<file path="src/rtl/ram_ctrl_pkg.sv">
// Shared definitions for the RAM burst master: FSM state encoding and
// default address/data widths.
package ram_ctrl_pkg;

  localparam int DEF_ADDR_W = 8;
  localparam int DEF_DATA_W = 8;

  typedef enum logic [1:0] {
    IDLE  = 2'd0,
    WRITE = 2'd1,
    READ  = 2'd2,
    DRAIN = 2'd3
  } state_t;

endpackage

</file>
<file path="src/rtl/ram_rd_fifo2.sv">
// Two-entry read-data FIFO between the RAM read port and the read consumer.
// Push is ignored when full, pop is ignored when empty.
module ram_rd_fifo2
  import ram_ctrl_pkg::*;
#(
  parameter int DATA_W = DEF_DATA_W
) (
  input  logic              clk,
  input  logic              rst_n,
  input  logic              push,
  input  logic [DATA_W-1:0] push_data,
  input  logic              pop,
  output logic [DATA_W-1:0] pop_data,
  output logic              full,
  output logic              empty
);

  logic [DATA_W-1:0] mem [2];
  logic              wr_ptr;
  logic              rd_ptr;
  logic [1:0]        count;
  logic              do_push;
  logic              do_pop;

  assign full    = (count == 2'd2);
  assign empty   = (count == 2'd0);
  assign do_push = push && !full;
  assign do_pop  = pop && !empty;

  // Head is forced to zero when empty so stale entries never leak out.
  assign pop_data = empty ? '0 : mem[rd_ptr];

  always_ff @(posedge clk or negedge rst_n) begin
    if (!rst_n) begin
      wr_ptr <= 1'b0;
      rd_ptr <= 1'b0;
      count  <= 2'd0;
    end else begin
      if (do_push) wr_ptr <= ~wr_ptr;
      if (do_pop)  rd_ptr <= ~rd_ptr;
      case ({do_push, do_pop})
        2'b10:   count <= count + 2'd1;
        2'b01:   count <= count - 2'd1;
        default: count <= count;
      endcase
    end
  end

  // NOTE: the storage array has no reset; clearing the pointers and count
  // makes every entry invalid, and the output mux hides stale contents.
  always_ff @(posedge clk) begin
    if (do_push) mem[wr_ptr] <= push_data;
  end

endmodule

</file>
<file path="src/rtl/ram_burst_master.sv">
// Burst master for a single-port synchronous RAM with 1-cycle read latency:
// accepts write/read burst commands and sequences RAM accesses per beat.
module ram_burst_master
  import ram_ctrl_pkg::*;
#(
  parameter int ADDR_W = DEF_ADDR_W,
  parameter int DATA_W = DEF_DATA_W
) (
  input  logic              clk,
  input  logic              rst_n,
  input  logic              cmd_valid,
  output logic              cmd_ready,
  input  logic              cmd_wr,
  input  logic [ADDR_W-1:0] cmd_addr,
  input  logic [ADDR_W-1:0] cmd_len,
  input  logic              wd_valid,
  input  logic [DATA_W-1:0] wd_data,
  output logic              wd_ready,
  output logic              rd_valid,
  output logic [DATA_W-1:0] rd_data,
  input  logic              rd_ready,
  output logic              done,
  output logic              ram_en,
  output logic              ram_we,
  output logic [ADDR_W-1:0] ram_addr,
  output logic [DATA_W-1:0] ram_din,
  input  logic [DATA_W-1:0] ram_dout
);

  state_t            state;
  logic [ADDR_W-1:0] start_addr;
  logic [ADDR_W-1:0] last_beat;
  logic [ADDR_W-1:0] beat;
  logic [ADDR_W-1:0] beat_addr;
  logic              in_flight;
  logic              fifo_full;
  logic              fifo_empty;
  logic              wr_beat;
  logic              rd_issue;

  // Address arithmetic wraps naturally at ADDR_W bits.
  assign beat_addr = start_addr + beat;
  assign wr_beat   = (state == WRITE) && wd_valid;

  // Occupancy + in-flight < 2, expressed with the FIFO flags.
  assign rd_issue  = (state == READ) && (fifo_empty || (!fifo_full && !in_flight));

  assign cmd_ready = (state == IDLE);
  assign wd_ready  = wr_beat;
  assign rd_valid  = !fifo_empty;

  // NOTE: every always_comb output gets a default first, so no path can
  // leave a value unassigned and infer a latch.
  always_comb begin
    ram_en   = 1'b0;
    ram_we   = 1'b0;
    ram_addr = '0;
    ram_din  = '0;
    if (wr_beat) begin
      ram_en   = 1'b1;
      ram_we   = 1'b1;
      ram_addr = beat_addr;
      ram_din  = wd_data;
    end else if (rd_issue) begin
      ram_en   = 1'b1;
      ram_addr = beat_addr;
    end
  end

  // NOTE: sequential state uses non-blocking assignments only, so every
  // register samples the pre-edge values of its peers.
  always_ff @(posedge clk or negedge rst_n) begin
    if (!rst_n) begin
      state      <= IDLE;
      start_addr <= '0;
      last_beat  <= '0;
      beat       <= '0;
      in_flight  <= 1'b0;
      done       <= 1'b0;
    end else begin
      done      <= 1'b0;
      in_flight <= rd_issue;
      case (state)
        IDLE: begin
          if (cmd_valid) begin
            start_addr <= cmd_addr;
            last_beat  <= cmd_len;
            beat       <= '0;
            state      <= cmd_wr ? WRITE : READ;
          end
        end
        WRITE: begin
          if (wd_valid) begin
            if (beat == last_beat) begin
              state <= IDLE;
              done  <= 1'b1;
            end else begin
              beat <= beat + 1'b1;
            end
          end
        end
        READ: begin
          if (rd_issue) begin
            if (beat == last_beat) state <= DRAIN;
            else                   beat  <= beat + 1'b1;
          end
        end
        DRAIN: begin
          if (!in_flight && fifo_empty) begin
            state <= IDLE;
            done  <= 1'b1;
          end
        end
        default: state <= IDLE;
      endcase
    end
  end

  // Data for the read issued last cycle is on ram_dout now.
  ram_rd_fifo2 #(.DATA_W(DATA_W)) u_rd_fifo (
    .clk       (clk),
    .rst_n     (rst_n),
    .push      (in_flight),
    .push_data (ram_dout),
    .pop       (rd_ready),
    .pop_data  (rd_data),
    .full      (fifo_full),
    .empty     (fifo_empty)
  );

endmodule

</file>
<file path="config.mk">
export PLATFORM = sky130hd
export DESIGN_NAME = ram_burst_master
export DESIGN_NICKNAME = d
export VERILOG_FILES = /design/src/rtl/ram_ctrl_pkg.sv /design/src/rtl/ram_rd_fifo2.sv /design/src/rtl/ram_burst_master.sv
export SDC_FILE = /design/constraint.sdc
export NUM_CORES = 1
export LEC_CHECK = 0
export ABC_AREA = 1
export ABC_CLOCK_PERIOD_IN_PS = 2500
export CORE_MARGIN = 4
export CORE_UTILIZATION = 45
export DETAILED_ROUTE_END_ITERATION = 10
export DONT_BUFFER_PORTS = 1
export HOLD_SLACK_MARGIN = 0.03
export PLACE_DENSITY = 0.57
export SLEW_MARGIN = 25
export SYNTH_ARGS = -nofsm -noshare
export SYNTH_HDL_FRONTEND = slang
export SYNTH_SLANG_ARGS = --single-unit
</file>
<file path="constraint.sdc">
create_clock -name clk -period 2.5 [get_ports clk]
set_clock_uncertainty 0.2 [all_clocks]
set_input_delay 0 -clock clk [delete_from_list [all_inputs] [get_ports clk]]
set_output_delay 0 -clock clk [all_outputs]
set_load 0.02 [all_outputs]
</file>
After elaboration in Yosys (flattened, before gate mapping)

Memories as Yosys holds them, arrays and structs flattened.
Cells that the tools add are included.

Bits in writable memories: 16
Output and inout port bits: 30
Memories: 1
Bits of input ports: 38
Register bits after elaboration: 32

Add/subtract/negate cells: 4
Multiplexer cells: 27
Bitwise logic cells: 2
Equality and inequality tests: 13
Reductions and logical operators: 17

Memories:

| name          | depth | bits a word | read ports | clocked after Yosys merged registers in | write ports | RTL line           | text |
|---|---|---|---|---|---|---|---|
| u_rd_fifo.mem | 2     | 8           | 1          | 0                                       | 1           | ram_rd_fifo2.sv:18 | `logic [DATA_W-1:0] mem [2];` |

Operators with widths:

| kind                                                | number |
|---|---|
| 2-to-1 mux 8 bit                                    | 8 |
| one-hot mux 8 bit (3 select lines)                  | 1 |
| 2-to-1 mux 2 bit                                    | 7 |
| adder 8 x 1 -> 8 bit, second input constant         | 1 |
| adder 8 bit                                         | 1 |
| equality test 2 bit, second input constant          | 4 |
| equality test 8 bit                                 | 1 |
| 2-to-1 mux 1 bit                                    | 8 |
| != test 2 bit, second input constant                | 4 |
| one-hot mux 2 bit (4 select lines)                  | 1 |
| logical AND 1 bit                                   | 6 |
| AND reduction 6 bit                                 | 1 |
| equality test 2 x 1 -> 1 bit, second input constant | 2 |
| logical NOT 2 bit                                   | 2 |
| != test 2 x 1 -> 1 bit, second input constant       | 2 |
| one-hot mux 2 bit (2 select lines)                  | 1 |
| AND reduction 4 bit                                 | 1 |
| logical NOT 1 bit                                   | 3 |
| nonzero test 3 bit                                  | 1 |
| adder 2 x 1 -> 2 bit, second input constant         | 1 |
| inverter 1 bit                                      | 2 |
| one-hot mux 1 bit (2 select lines)                  | 1 |
| AND reduction 2 bit                                 | 1 |
| nonzero test 2 bit                                  | 1 |
| other kinds (2)                                     | 2 |

Longest topological paths before layout

Gate-level depths: netlist (run 1).

Depth after elaboration: 7
Mapped depth: 11

Modules after synthesis

From an unflattened synthesis (run 1), not the netlist that was laid out.

Cell total of the unflattened synthesis: 336
Area, all modules: 2802.7 um2

Modules (own cells, without submodules):

| module           | cells each | area each (um2) | times used |
|---|---|---|---|
| ram_burst_master | 262        | 1966.9          | 1 |
| ram_rd_fifo2     | 74         | 835.8           | 1 |

Worst setup path after synthesis (run 1)

OpenSTA, ideal clock, no wires.

Kind: register to output
From: register beat[0]
To: output port ram_addr[4]
Stages on the path, launching flop included: 6
Path slack: 0.656 ns
Data arrival time: 1.644 ns
Path buffers: 0
Path through: dfrtp_1 ha_1 fa_1 a31oi_1 o21ai_0 a21oi_1

Word-level cells in the longest chain between the ends: 3

Ends and longest elaborated chain:

| element                  | RTL line                | text |
|---|---|---|
| start: declaration       | ram_burst_master.sv:33  | `logic [ADDR_W-1:0] beat;` |
| start signal: assignment | ram_burst_master.sv:98  | `beat <= beat + 1'b1;` |
| start signal: assignment | ram_burst_master.sv:105 | `else beat <= beat + 1'b1;` |
| adder 8 bit (*)          | ram_burst_master.sv:42  | `assign beat_addr = start_addr + beat;` |
| 2-to-1 mux 8 bit         | ram_burst_master.sv:64  | `end else if (rd_issue) begin` |
| 2-to-1 mux 8 bit (*)     | ram_burst_master.sv:59  | `if (wr_beat) begin` |
| end: declaration         | ram_burst_master.sv:25  | `output logic [ADDR_W-1:0] ram_addr,` |

Every way passes the cells marked *; elsewhere a longest branch is shown, timed or not.

Worst setup path in the final report (run 1)

From: register state[1]
To: register start_addr[0]

Word-level cells in the longest chain between the ends: 2

Ends and longest elaborated chain:

| element                       | RTL line               | text |
|---|---|---|
| start: declaration            | ram_burst_master.sv:30 | `state_t state;` |
| start signal: assignment      | ram_burst_master.sv:89 | `state <= cmd_wr ? WRITE : READ;` |
| logical NOT 2 bit             | -                      |  |
| via cmd_ready                 | ram_burst_master.sv:12 | `output logic cmd_ready,` |
| AND reduction 2 bit (no line) | -                      |  |
| end signal: assignment        | ram_burst_master.sv:86 | `start_addr <= cmd_addr;` |
| end: declaration              | ram_burst_master.sv:31 | `logic [ADDR_W-1:0] start_addr;` |

The timed path passes the listed nets, and every way through them passes these cells.
A chain may end at the register's enable or synchronous reset.

==> summary.txt, run 1 <==
Power and ir drop
  – Clock power frac: 0.176
  – Internal power: 2.21 mW
  – Comb pwr share: 0.493
  – Sequential share of power: 0.331
  – Lkg Pwr: 1.78 nW
  – Power Total: 3.81 mW
  – VDD IR-drop max: 702 uV
  – NetSw: 1.60 mW
  – Sw Share: 0.420
  – Power per cell area: 1060 mW/mm^2

Die
  – Die span in x: 86.6 microns
  – Starting Density: 0.467
  – Rows: 28
  – Total core area: 0.00596 sq mm
  – Die Y: 86.6 microns
  – Die area: 0.00751 sq mm
  – I/O pins: 68

Critical path
  – Reg2Reg Launch Point: state[1]
  – CP Cell Sequence: inv_1 > ha_2 > nand2_1 > buf_6 > mux2_2 > dlygate4sd3_1
  – CP arrival: 2310 ps
  – Worst stage delay on the critical path: 560 ps
  – CP required: 2480 ps
  – Element type at the critical path end: flip-flop
  – Cell family with the largest share of critical-path delay: buffers and inverters
  – Largest fanout on the critical path: 21
  – Startpoint types: flip-flop
  – Buf/Inv on CP: 3
  – Critical path launch point: state[1]
  – CP max-delay cell: dlygate4sd3_1
  – Critical path type: flip-flop to flip-flop

Timing
  – Post-layout min period: 2320 ps
  – F_max: 431 MHz
  – Final Hold Fails: 0
  – Setup violations, final: 0
  – Relative slew slack: 0.662
  – Max-slew violation count: 0
  – Tcrit/Tclk final: 0.929
  – Setup TNS: 0 ps
  – RSZ-0062 raised after global routing: no
  – Worst slew pin tran: 501 ps

Min path
  – Min-Delay Path Class: input port to async pin

Logic synthesis
  – Gate Count Post-Synth: 330
  – Leading register cell type out of synthesis: dfrtp_1
  – Area leader, netlist: dfrtp_1
  – Post-synth EDFFs: 16
  – Post-synthesis register bit count: 48
  – Synth top area share: 0.288
  – Sequential share of the synthesized area: 0.460
  – Synth cell types: 30
  – Syn_nets: 383
  – Syn Area/Cell: 8.43 sq um
  – Commonest cells in the netlist: 83 x nand2_1, 50 x inv_1, 32 x dfrtp_1, 27 x nor2_1, 22 x a21oi_1
  – Synth warn: 0
  – Top post-synthesis cells by area: dfrtp_1 29%, edfxtp_1 17%, nand2_1 11%, inv_1 6.7%, ha_1 6.3%
  – Most numerous cell in the Yosys netlist: nand2_1
  – Mapped Area: 0.00278 sq mm
  – Ys async rst share: 0.667

Layout
  – Share of layout cells above drive strength 1: 0.110
  – Layout area overhead: 28.9%
  – Net count, final: 443
  – Fill count: 566
  – Diodes inserted: 0

Route
  – Initial DRT Pass Iterations: 4
  – Routed len/inst: 13.4 microns
  – Total Wirelength: 6270 microns
  – # DRC: 0
  – Post-route ant nets: 0
  – Vias post-DR: 2282
  – Drt first-iter violations: 67
  – DR vias/cell: 4.90

Clock tree
  – H-tree depth: 2
  – CTS tree: done
  – Num CTS Buffers: 5
  – Clock transition at path regs: 90 ps
  – CTS Buffer Depth: 2
  – Clock latency on the worst-skew pair: 300 ps
  – Clk root buf: clkbuf_8
  – Postcts setup bufs: 0
  – CTS Sinks: 48

Placement
  – Post-DP HPWL: 4330 microns
  – IO Port Bufs: 0
  – GPL Wtd Cong: 0.832

Global route
  – Vias in the first global route: 2302
  – Initial antenna violation count: 0
  – First-pass GRT wire length: 10700 microns
  – Global-route usage over all layers: 0.181
  – Largest net degree at the start of global routing: 33
  – GR Overflow Total: 0

Job
  – MaxCap Viol Count: 0

Status
  – Status: finished clean
metal layers:
metal  share of wire  GRT usage
met1            0.48      0.243
met2            0.47      0.297
met3           0.038     0.0399
met4           0.010     0.0467
met5               0          0
repair_timing:
action	CTS	global route
hold buffers	54	0
gates resized for setup	0	3
endpoints found under the hold margin	84	0
setup endpoints to repair	0	10
final cells by class:
class | count | area, sq um | share of cell area
Timing Repair Buffer | 62 | 624 | 0.174
Inverter | 53 | 199 | 0.0555
Multi-Input combinational cell | 220 | 1250 | 0.348
Sequential cell | 48 | 1280 | 0.358
Tap cell | 75 | 93.8 | 0.0262
Clock buffer | 5 | 68.8 | 0.0192
Clock inverter | 3 | 68.8 | 0.0192
path summary, 6_finish.rpt:
check                                 endpoint  slack (ps)  depth (start not counted)
max                              start_addr[0]         180                          6
min                               last_beat[1]          70                          3
max reg2reg                      start_addr[0]         180                          6
min reg2reg                               done         320                          1
max in group asynchronous             state[0]        1850                          3
min in group clk           u_rd_fifo.mem[0][6]         140                          1
registers in the layout, summed over array words and instances, names as in the netlist:
| name | count |
|---|---|
| beat | 8 |
| done | 1 |
| in_flight | 1 |
| last_beat | 8 |
| start_addr | 8 |
| state | 2 |
| u_rd_fifo.count | 2 |
| u_rd_fifo.mem | 16 |
| u_rd_fifo.rd_ptr | 1 |
| u_rd_fifo.wr_ptr | 1 |
per-stage QoR:
step | std cells | utilization | cell area, sq um | setup slack [ps] | hold slack [ps]
4_1_cts | 466 | 0.601 | 3580 | 19.9 | 42.4
6_report | 466 | 0.602 | 3590 | 177 | 65.8
2_1_floorplan | 330 | - | 2780 | 656 | -496
3_5_place_dp | 404 | 0.484 | 2880 | 538 | -493
5_1_grt | 466 | 0.602 | 3590 | 18.4 | 74.0
3_3_place_gp | 404 | 0.484 | 2880 | 585 | -493
kinds of logic (layout without fill, tap and decap cells):
family                     after synthesis  count (layout)  synth area share
AOI/OAI and AO/OA                       32              32            0.0612
adders and majority gates               15              15            0.0701
buffers and inverters                   62             123            0.0913
muxes                                   11              11            0.0445
xor gates and xnor gates                10              10            0.0315
DFF                                     48              48             0.460
and+or+nand+nor                        152             152             0.241
layout by cell type, fill, tap and decap left out, types with 2 or more instances in the layout:
| master | Yosys | layout |
|---|---|---|
| bufinv_16 | 0 | 2 |
| nand4_1 | 13 | 13 |
| inv_2 | 2 | 2 |
| nor2_1 | 27 | 27 |
| buf_4 | 1 | 7 |
| xnor2_1 | 7 | 7 |
| edfxtp_1 | 16 | 16 |
| dfrtp_1 | 32 | 31 |
| o21ai_0 | 6 | 6 |
| ha_1 | 14 | 13 |
| nand3_1 | 19 | 19 |
| buf_12 | 0 | 2 |
| inv_1 | 50 | 50 |
| mux2_2 | 11 | 11 |
| xor2_1 | 3 | 3 |
| a21oi_1 | 22 | 22 |
| nand2_1 | 83 | 83 |
| dlygate4sd3_1 | 0 | 52 |
| nor2_2 | 3 | 3 |
| clkbuf_8 | 0 | 5 |
| nand2_2 | 4 | 4 |
power groups by stage:
stage / Clock (mW) / Sequential, mW / Combinational (mW)
after floorplan: 0 / 1.20 / 1.37
after global placement: 0 / 1.27 / 1.62
after detailed placement: 0 / 1.28 / 1.65
after CTS: 0.688 / 1.26 / 1.87
after global routing: 0.731 / 1.30 / 2.11
final: 0.670 / 1.26 / 1.88
tightest hold or removal path: stages:
cell	delay, ps
dlygate4sd3_1	610
buf_12	120
buf_12	190
Note: power is estimated with default switching activity, not from simulation.
==> inputs of run 2 (changes only) <==
Settings changed: GPL_TIMING_DRIVEN set to 0.
==> run 2 against run 1 <==
Core utilization is 2.9 points lower. Final area decreased by 4.8%. Combinational power fell by 8%. Largest cell class unchanged.
==> summary.txt, run 2 (synthesized netlist as in run 1, its figures left out) <==
Status
  – Status: finished clean (unchanged)

Route
  – Post-route ant nets: 0 (unchanged)
  – Drt first-iter violations: 112 (was 67)
  – Top layer in use: met4 (unchanged)
  – Met2 WL: 2880 microns (was 2960 microns)
  – Routed len/inst: 13.6 microns (was 13.4 microns)
  – DR vias/cell: 4.94 (was 4.90)
  – Total Wirelength: 6180 microns (was 6270 microns)
  – Metal-1 WL: 2950 microns (was 3010 microns)
  – Met3 routed WL: 291 microns (was 236 microns)
  – Initial DRT Pass Iterations: 4 (unchanged)
  – # DRC: 0 (unchanged)
  – Vias post-DR: 2238 (was 2282)

Placement
  – Dpl ws: 472 ps (was 538 ps)
  – Post-DP HPWL: 4400 microns (was 4330 microns)
  – IO Port Bufs: 0 (unchanged)
  – GPL Wtd Cong: 0.836 (was 0.832)
  – Dpl cells: 405 (was 404)

Critical path
  – CP arrival: 2140 ps (was 2310 ps)
  – Largest fanout on the critical path: 5 (was 21)
  – Reg2Reg Setup Slack: 230 ps (was 180 ps)
  – Critical path type: flip-flop to output port (was flip-flop to flip-flop)
  – Element type at the critical path end: output port (was flip-flop)
  – Startpoint types: flip-flop (unchanged)
  – CP required: 2300 ps (was 2480 ps)

Min path
  – Min-Delay Path Class: input port to flip-flop (was input port to async pin)

Timing
  – RSZ-0062 raised after global routing: no (unchanged)
  – Relative slew slack: 0.500 (was 0.662)
  – Setup TNS: 0 ps (unchanged)
  – Setup violations, final: 0 (unchanged)
  – F_max: 428 MHz (was 431 MHz)
  – Post-layout min period: 2340 ps (was 2320 ps)
  – Worst slew pin tran: 747 ps (was 501 ps)
  – Final Hold Fails: 0 (unchanged)
  – Max-slew violation count: 0 (unchanged)
  – WHS: 40.6 ps (was 65.8 ps)
  – Final setup margin: 161 ps (was 177 ps)
  – Tcrit/Tclk final: 0.936 (was 0.929)

Die
  – Die Y: 86.6 microns (unchanged)
  – Die area: 0.00751 sq mm (unchanged)
  – Rows: 28 (unchanged)
  – Die span in x: 86.6 microns (unchanged)
  – I/O pins: 68 (unchanged)
  – Starting Density: 0.467 (unchanged)
  – Total core area: 0.00596 sq mm (unchanged)

Layout
  – Layout area overhead: 22.7% (was 28.9%)
  – Share of layout cells above drive strength 1: 0.101 (was 0.110)
  – Diodes inserted: 0 (unchanged)
  – Net count, final: 430 (was 443)
  – Fin cells: 453 (was 466)
  – Commonest non-fill, non-tap cell in the layout: nand2_1 (unchanged)
  – Commonest cells after routing, fill and taps aside: 83 x nand2_1, 50 x inv_1, 38 x dlygate4sd3_1 (was 83 x nand2_1, 52 x dlygate4sd3_1, 50 x inv_1)
  – Biggest register: u_rd_fifo.mem (unchanged)
  – Max FFs per register: 16 (unchanged)

Global route
  – GR Overflow Total: 0 (unchanged)
  – First-pass GRT wire length: 10600 microns (was 10700 microns)
  – Vias in the first global route: 2281 (was 2302)
  – Initial antenna violation count: 0 (unchanged)
  – Largest net degree at the start of global routing: 33 (unchanged)
  – Global-route usage over all layers: 0.179 (was 0.181)

Clock tree
  – CTS Buffer Depth: 2 (unchanged)
  – Clock transition at path regs: 100 ps (was 90 ps)
  – CTS Sinks: 48 (unchanged)
  – Clock latency on the worst-skew pair: 310 ps (was 300 ps)
  – Num CTS Buffers: 5 (unchanged)
  – CTS tree: done (unchanged)
  – Clk root buf: clkbuf_8 (unchanged)
  – H-tree depth: 2 (unchanged)

Power and ir drop
  – Power Total: 3.55 mW (was 3.81 mW)
  – VDD IR-drop max: 647 uV (was 702 uV)
  – Power per cell area: 1040 mW/mm^2 (was 1060 mW/mm^2)
  – Lkg Pwr: 1.69 nW (was 1.78 nW)

Job
  – MaxCap Viol Count: 0 (unchanged)
[run 2: final timing paths]
path / start / to / cells after the start
worst max-delay path: beat[0] / ram_addr[4] / 5
worst min-delay path: cmd_valid / last_beat[7] / 4
worst max register to register: state[0] / last_beat[2] / 5
worst min register to register: in_flight / done / 1
max in group asynchronous: rst_n / last_beat[6] / 3
min in group asynchronous: rst_n / done / 3
[run 2: critical path, stage by stage, from the launching register on]
cell and delay [ps]:
dfrtp_1 470, ha_1 250, fa_1 420, a31oi_1 180
o21ai_0 100, a21oi_1 410
[run 2: through the flow]
stage	cell area [sq um]	util
2_1_floorplan	2780	-
3_3_place_gp	2880	0.483
3_5_place_dp	2880	0.483
4_1_cts	3410	0.573
5_1_grt	3410	0.573
6_report	3410	0.573
[run 2: area by class of cell]
cell class                      count  area [sq um]
Timing Repair Buffer               40           420
Fill cell                         574          2540
Clock inverter                      3          47.5
Multi-Input combinational cell    220          1250
Buffer                              9          55.1
Clock buffer                        5          68.8
Inverter                           53           199
Tap cell                           75          93.8
Sequential cell                    48          1280
[run 2: power by group]
group / leakage, nW / total, mW / internal, mW / switching (mW)
registers: 0.539 / 1.24 / 1.06 / 0.178
logic: 1.09 / 1.73 / 0.579 / 1.15
clock network: 0.0583 / 0.582 / 0.302 / 0.280
[run 2: routing by layer]
layer / up-vias / track usage
li1: 1151 / -
met1: 1029 / 0.244
met2: 52 / 0.292
met3: 6 / 0.0380
met4: 0 / 0.0425
met5: - / 0
[run 2: timing repair]
action / in CTS / in global routing
setup buffers: 0 / 0
gates resized for setup: 0 / 0
hold buffers: 40 / 0
endpoints found under the hold margin: 83 / 0
